--- config.mk ---
export PLATFORM = sky130hd
export DESIGN_NAME = reg_file_sweep
export DESIGN_NICKNAME = d
export VERILOG_FILES = /design/src/rtl/reg_file_sweep.sv
export SDC_FILE = /design/constraint.sdc
export NUM_CORES = 1
export LEC_CHECK = 0
export ABC_AREA = 0
export CORE_MARGIN = 4
export CORE_UTILIZATION = 58
export DETAILED_ROUTE_END_ITERATION = 8
export PLACE_DENSITY = 0.87
export SLEW_MARGIN = 20
export SYNTH_ARGS = -nofsm -noshare
export SYNTH_HDL_FRONTEND = slang
export SYNTH_SLANG_ARGS = --single-unit
--- constraint.sdc ---
create_clock -name CLK -period 3.8 [get_ports CLK]
set_input_delay 1.14 -clock CLK [delete_from_list [all_inputs] [get_ports CLK]]
set_output_delay 1.14 -clock CLK [all_outputs]
set_load 0.05 [all_outputs]
--- src/rtl/reg_file_sweep.sv ---
// Parametrised register file: two asynchronous read ports, one synchronous write port,
// optional bypass and hardwired R0, per-register dirty bits and a sequential CLEAR sweep.
module reg_file_sweep #(
    parameter int DATA_WIDTH = 8,
    parameter int ADDR_WIDTH = 3,
    parameter int BYPASS     = 1,
    parameter int ZERO_REG   = 0,
    localparam int DEPTH     = 2 ** ADDR_WIDTH
) (
    input  logic                         CLK,
    input  logic                         RESET,
    input  logic signed [DATA_WIDTH-1:0] IN,
    input  logic [ADDR_WIDTH-1:0]        INADDRESS,
    input  logic                         WRITE,
    input  logic [ADDR_WIDTH-1:0]        OUT1ADDRESS,
    input  logic [ADDR_WIDTH-1:0]        OUT2ADDRESS,
    output logic signed [DATA_WIDTH-1:0] OUT1,
    output logic signed [DATA_WIDTH-1:0] OUT2,
    input  logic                         CLEAR,
    output logic                         BUSY,
    output logic                         WRITE_DROPPED,
    output logic [DEPTH-1:0]             DIRTY
);

    localparam logic BYPASS_EN = (BYPASS != 0);
    localparam logic ZERO_EN   = (ZERO_REG != 0);
    localparam logic [ADDR_WIDTH-1:0] LAST_ADDR = ADDR_WIDTH'(DEPTH - 1);

    typedef enum logic {
        IDLE  = 1'b0,
        SWEEP = 1'b1
    } state_t;

    state_t                       state;
    state_t                       state_nxt;
    logic [ADDR_WIDTH-1:0]        sweep_cnt;
    logic signed [DATA_WIDTH-1:0] regs [DEPTH];
    logic                         write_ok;

    assign BUSY     = (state == SWEEP);
    assign write_ok = WRITE && !BUSY && !(ZERO_EN && (INADDRESS == '0));

    always_ff @(posedge CLK or posedge RESET) begin
        if (RESET) begin
            state <= IDLE;
        end else begin
            state <= state_nxt;
        end
    end

    always_comb begin
        state_nxt = state;
        case (state)
            IDLE:    if (CLEAR) state_nxt = SWEEP;
            SWEEP:   if (sweep_cnt == LAST_ADDR) state_nxt = IDLE;
            default: state_nxt = IDLE;
        endcase
    end

    // Writes and sweep steps never overlap: a legal write requires the sweep to be idle.
    always_ff @(posedge CLK or posedge RESET) begin
        if (RESET) begin
            for (int i = 0; i < DEPTH; i++) begin
                regs[i] <= '0;
            end
            DIRTY         <= '0;
            sweep_cnt     <= '0;
            WRITE_DROPPED <= 1'b0;
        end else begin
            WRITE_DROPPED <= WRITE && BUSY;
            if (write_ok) begin
                regs[INADDRESS]  <= IN;
                DIRTY[INADDRESS] <= 1'b1;
            end
            if (state == SWEEP) begin
                regs[sweep_cnt]  <= '0;
                DIRTY[sweep_cnt] <= 1'b0;
                sweep_cnt        <= sweep_cnt + 1'b1;
            end else if (CLEAR) begin
                sweep_cnt <= '0;
            end
        end
    end

    // Read priority: hardwired zero, then same-cycle forwarding, then storage.
    always_comb begin
        OUT1 = regs[OUT1ADDRESS];
        if (ZERO_EN && (OUT1ADDRESS == '0)) begin
            OUT1 = '0;
        end else if (BYPASS_EN && write_ok && (OUT1ADDRESS == INADDRESS)) begin
            OUT1 = IN;
        end
    end

    always_comb begin
        OUT2 = regs[OUT2ADDRESS];
        if (ZERO_EN && (OUT2ADDRESS == '0)) begin
            OUT2 = '0;
        end else if (BYPASS_EN && write_ok && (OUT2ADDRESS == INADDRESS)) begin
            OUT2 = IN;
        end
    end

endmodule

==> summary.md <==
* Post-Route WL: 15,100 µm
* required time of the worst setup path: 2.66 ns
* warning count from the yosys run: 0
* cell count along the critical path: 6
* number of setup violations in the final report: 2
* sort of element at the start of the critical path: input pin
* total nets after synthesis: 467
* number of fill cells in the layout: 524
* Fin Clk Skew: 0.007225 ns
* clock-pin slew on the worst setup and hold paths: 0.08 ns
* Layout Nets: 520
* non-filler instance count after layout: 604
* slowest stage cell, crit path: sky130_fd_sc_hd__mux4_1
* number of global-route vias before repair: 4,363
* Synth async-reset ratio: 1.000
* number of max-slew violations in the final report: 0
* DR WL/cell: 25.00 µm
* DP Area: 5394 µm²
* number of library cell types mapped by synthesis: 31
* number of cells produced by synthesis: 444
* worst slew margin relative to its limit: 0.2988
* post-route worst setup slack: -0.004998 ns
* Crit path arrival time: 2.66 ns
* worst setup path startpoint: OUT1ADDRESS[0]
* Final ANT Viol Nets: 0
* starting DRC count in detailed routing: 685
* fraction of the cycle the final worst path needs: 1.001
* Buf/Inv on CP: 3
* number of remaining DRC errors: 0
* list of cells traversed by the critical path: buf_6 > buf_12 > mux4_1 > mux2_2 > mux2_4 > buf_6
* number of optimization iterations in the first detailed-route pass: 5
* Power Dens Cells: 591.5 nW/µm²
* Die Outline Area: 9673 µm²
* maximum root-to-sink buffer count: 2
* Diodes inserted: 0
* Inserted Clock Buffers: 9
* kind of cell adding the most delay to the critical path: multiplexers
* io pins: 47
* number of port buffers: 46
* post-layout min period: 3.805 ns
* transition time of the tightest slew-check pin: 1.048 ns
* capture point of the critical path: OUT1[3]
* detail-routed via count per cell: 7.222
* max-cap violations: 0
* total of hold buffers inserted after clock tree synthesis: 0
* sequential share of the synthesized area: 0.4070
* row count: 32
* share of layout cells above drive strength 1: 0.2968
* area of the core region: 7848 µm²
* clk sink count: 77
* placement-stage worst setup slack: -0.5508 ns
* class of the most critical setup path: in2out
* number of cells in the design after placement: 579
* result of the run: finished with violations
* Worst R2R Path Depth: 3
* count of vias placed by the detailed router: 4,362
* global placer's final weighted congestion: 0.8941
* effective utilization at floorplan: 0.6033
* Cell Area, Synth: 4735 µm²
* Primary FF master, synth: sky130_fd_sc_hd__dfrtp_1
* area growth from synthesis to final layout: 22.62%
* Die Ht: 98.35 µm
* wire length of the first global-routing pass: 23,510 µm
* overflow left after global routing: 0
* TritonCTS clock tree: done
* pin count of the biggest net entering global routing: 45
* register-to-register setup slack: 1.79 ns
* Util after Layout: 0.7398
* highest ir drop seen on vdd: 0.5077 mV
* clk_lat worst skew: 0.36 ns
* detailed-placement wirelength estimate: 8833 µm
* H-tree levels: 3
* FF-to-FF Start: BUSY
* f_max: 262.8 MHz
* Total GRT Usage: 0.3143
* flop and latch count out of synthesis: 77
* path class of the lowest-slack min-delay path: reg2reg
* buffer type at the clock tree root: sky130_fd_sc_hd__clkbuf_8
* Slowest Stage Delay on Critical Path: 0.55 ns
* post-route design area: 5806 µm²
* unrepaired setup endpoints after global routing: true
* number of enable-type register cells in the synthesized netlist: 0
* hold_ws: 0.4973 ns
* kind of capture point of the worst setup path: primary output
* reg-to-reg endpoint: regs[33]
* Die X-Extent: 98.35 µm
* failing checks: negative setup slack
* count of endpoints failing hold in the final timing report: 0
* most numerous cell on the critical path: sky130_fd_sc_hd__buf_6
* leakage: 2.497 nW
* number of antenna violations at the first check in global routing: 0
* synthesized area per cell: 10.66 µm²
* top fanout value on the critical path: 8
-- Yosys cell counts (2+ instances only) --
library cell,instances,area (µm²)
sky130_fd_sc_hd__nor2b_1,2,12.51
sky130_fd_sc_hd__buf_1,3,11.26
sky130_fd_sc_hd__a21oi_1,73,365.4
sky130_fd_sc_hd__xnor2_1,6,52.55
sky130_fd_sc_hd__nand2b_1,6,37.54
sky130_fd_sc_hd__mux2_2,23,259.0
sky130_fd_sc_hd__clkbuf_1,29,108.9
sky130_fd_sc_hd__buf_12,2,40.04
sky130_fd_sc_hd__buf_2,9,45.04
sky130_fd_sc_hd__nand3b_1,2,15.01
sky130_fd_sc_hd__o21ai_0,66,330.3
sky130_fd_sc_hd__dfrtp_1,77,1927
sky130_fd_sc_hd__mux4_2,10,225.2
sky130_fd_sc_hd__nand2_1,4,15.01
sky130_fd_sc_hd__mux2_4,10,150.1
sky130_fd_sc_hd__nand3_1,65,325.3
sky130_fd_sc_hd__and3b_1,2,17.52
sky130_fd_sc_hd__ha_1,2,25.02
sky130_fd_sc_hd__nor2_1,16,60.06
sky130_fd_sc_hd__mux4_1,22,578.1
sky130_fd_sc_hd__buf_6,5,56.30
-- where the power goes --
| group | switching [mW] | total [mW] | internal [mW] |
|---|---|---|---|
| registers | 0.203 | 1.24 | 1.03 |
| logic | 0.935 | 1.56 | 0.627 |
| clock network | 0.317 | 0.637 | 0.320 |
-- final cells by class --
cell class	count	area [µm²]	share of cell area
clock buffers	12	145.1	0.02500
clock inverters	4	47.55	0.008190
inverters	1	3.754	0.0006466
multi-input cells	318	2557	0.4405
flip-flops and latches	77	1927	0.3319
well taps	102	127.6	0.02198
repair buffers	90	997.2	0.1718
-- sequential cells by signal, indices dropped and copies added (netlist names) --
| register | cells |
|---|---|
| sweep_cnt | 3 |
| DIRTY | 8 |
| WRITE_DROPPED | 1 |
| regs | 64 |
| BUSY | 1 |
-- kinds of logic after synthesis --
| kind of cell | synth area share |
|---|---|
| AO/OA/AOI/OAI | 0.1469 |
| XOR/XNOR | 0.01110 |
| adder cells (fa/ha/maj) | 0.005285 |
| buffers and inverters | 0.05602 |
| flip-flops | 0.4070 |
| multiplexers | 0.2561 |
| AND/OR/NAND/NOR | 0.1176 |
-- cells in the final DEF, fill, tap and decap left out, types with 2 or more instances in the layout --
| cell type | instances |
|---|---|
| sky130_fd_sc_hd__buf_4 | 32 |
| sky130_fd_sc_hd__nand3_1 | 65 |
| sky130_fd_sc_hd__dlygate4sd2_1 | 6 |
| sky130_fd_sc_hd__mux4_1 | 4 |
| sky130_fd_sc_hd__clkdlybuf4s50_1 | 20 |
| sky130_fd_sc_hd__nor2_1 | 15 |
| sky130_fd_sc_hd__o21ai_0 | 66 |
| sky130_fd_sc_hd__buf_6 | 13 |
| sky130_fd_sc_hd__mux4_2 | 28 |
| sky130_fd_sc_hd__buf_12 | 9 |
| sky130_fd_sc_hd__nand2b_1 | 6 |
| sky130_fd_sc_hd__nor3_2 | 2 |
| sky130_fd_sc_hd__xnor2_1 | 5 |
| sky130_fd_sc_hd__clkinv_2 | 2 |
| sky130_fd_sc_hd__nand2_1 | 4 |
| sky130_fd_sc_hd__ha_1 | 2 |
| sky130_fd_sc_hd__dfrtp_1 | 77 |
| sky130_fd_sc_hd__clkbuf_1 | 2 |
| sky130_fd_sc_hd__mux2_4 | 20 |
| sky130_fd_sc_hd__mux2_2 | 13 |
| sky130_fd_sc_hd__buf_16 | 3 |
| sky130_fd_sc_hd__buf_8 | 6 |
| sky130_fd_sc_hd__nand3b_1 | 2 |
| sky130_fd_sc_hd__a21oi_1 | 73 |
| sky130_fd_sc_hd__clkbuf_8 | 10 |
| sky130_fd_sc_hd__and3b_1 | 2 |
-- metal layers --
| metal | vias to the layer above | wire length (µm) | track usage |
|---|---|---|---|
| met5 | - | 0 | 0 |
| met4 | 0 | 918 | 0.1933 |
| met3 | 96 | 1791 | 0.08429 |
| met2 | 399 | 7292 | 0.4925 |
| met1 | 2103 | 5100 | 0.3884 |
| li1 | 1764 | - | - |
-- worst register-to-register path, stage by stage, from the launching register on --
cell and delay [ns]:
sky130_fd_sc_hd__dfrtp_1 0.68, sky130_fd_sc_hd__nand2b_1 0.22, sky130_fd_sc_hd__nor2_1 0.83, sky130_fd_sc_hd__a21oi_1 0.11
-- worst min path at each step --
stage | startpoint | slack (ns) | cells past startpoint | end
finish | DIRTY[6] | 0.50 | 2 | DIRTY[6]
global route | DIRTY[4] | 0.54 | 2 | DIRTY[4]
CTS | DIRTY[6] | 0.51 | 2 | DIRTY[6]
detailed placement | DIRTY[4] | 0.49 | 2 | DIRTY[4]
global placement | DIRTY[6] | 0.49 | 2 | DIRTY[6]
floorplan | regs[13] | 0.52 | 2 | regs[13]
-- through the flow --
stage / setup TNS, ns / total power [mW]
5_1_grt: -0.1034 / 3.559
3_5_place_dp: -7.830 / 2.642
3_3_place_gp: -7.534 / 2.567
6_report: -0.008881 / 3.434
4_1_cts: 0 / 3.359
2_1_floorplan: 0 / 2.173
-- repair_timing --
item                                   CTS  global route
setup endpoints to repair               16            11
endpoints found under the hold margin    0             0
gates resized for setup                 80            11
gates cloned                             3             0
pin swaps                                1             0
buffers inserted                         6             0
Note: power is estimated with default switching activity, not from simulation.
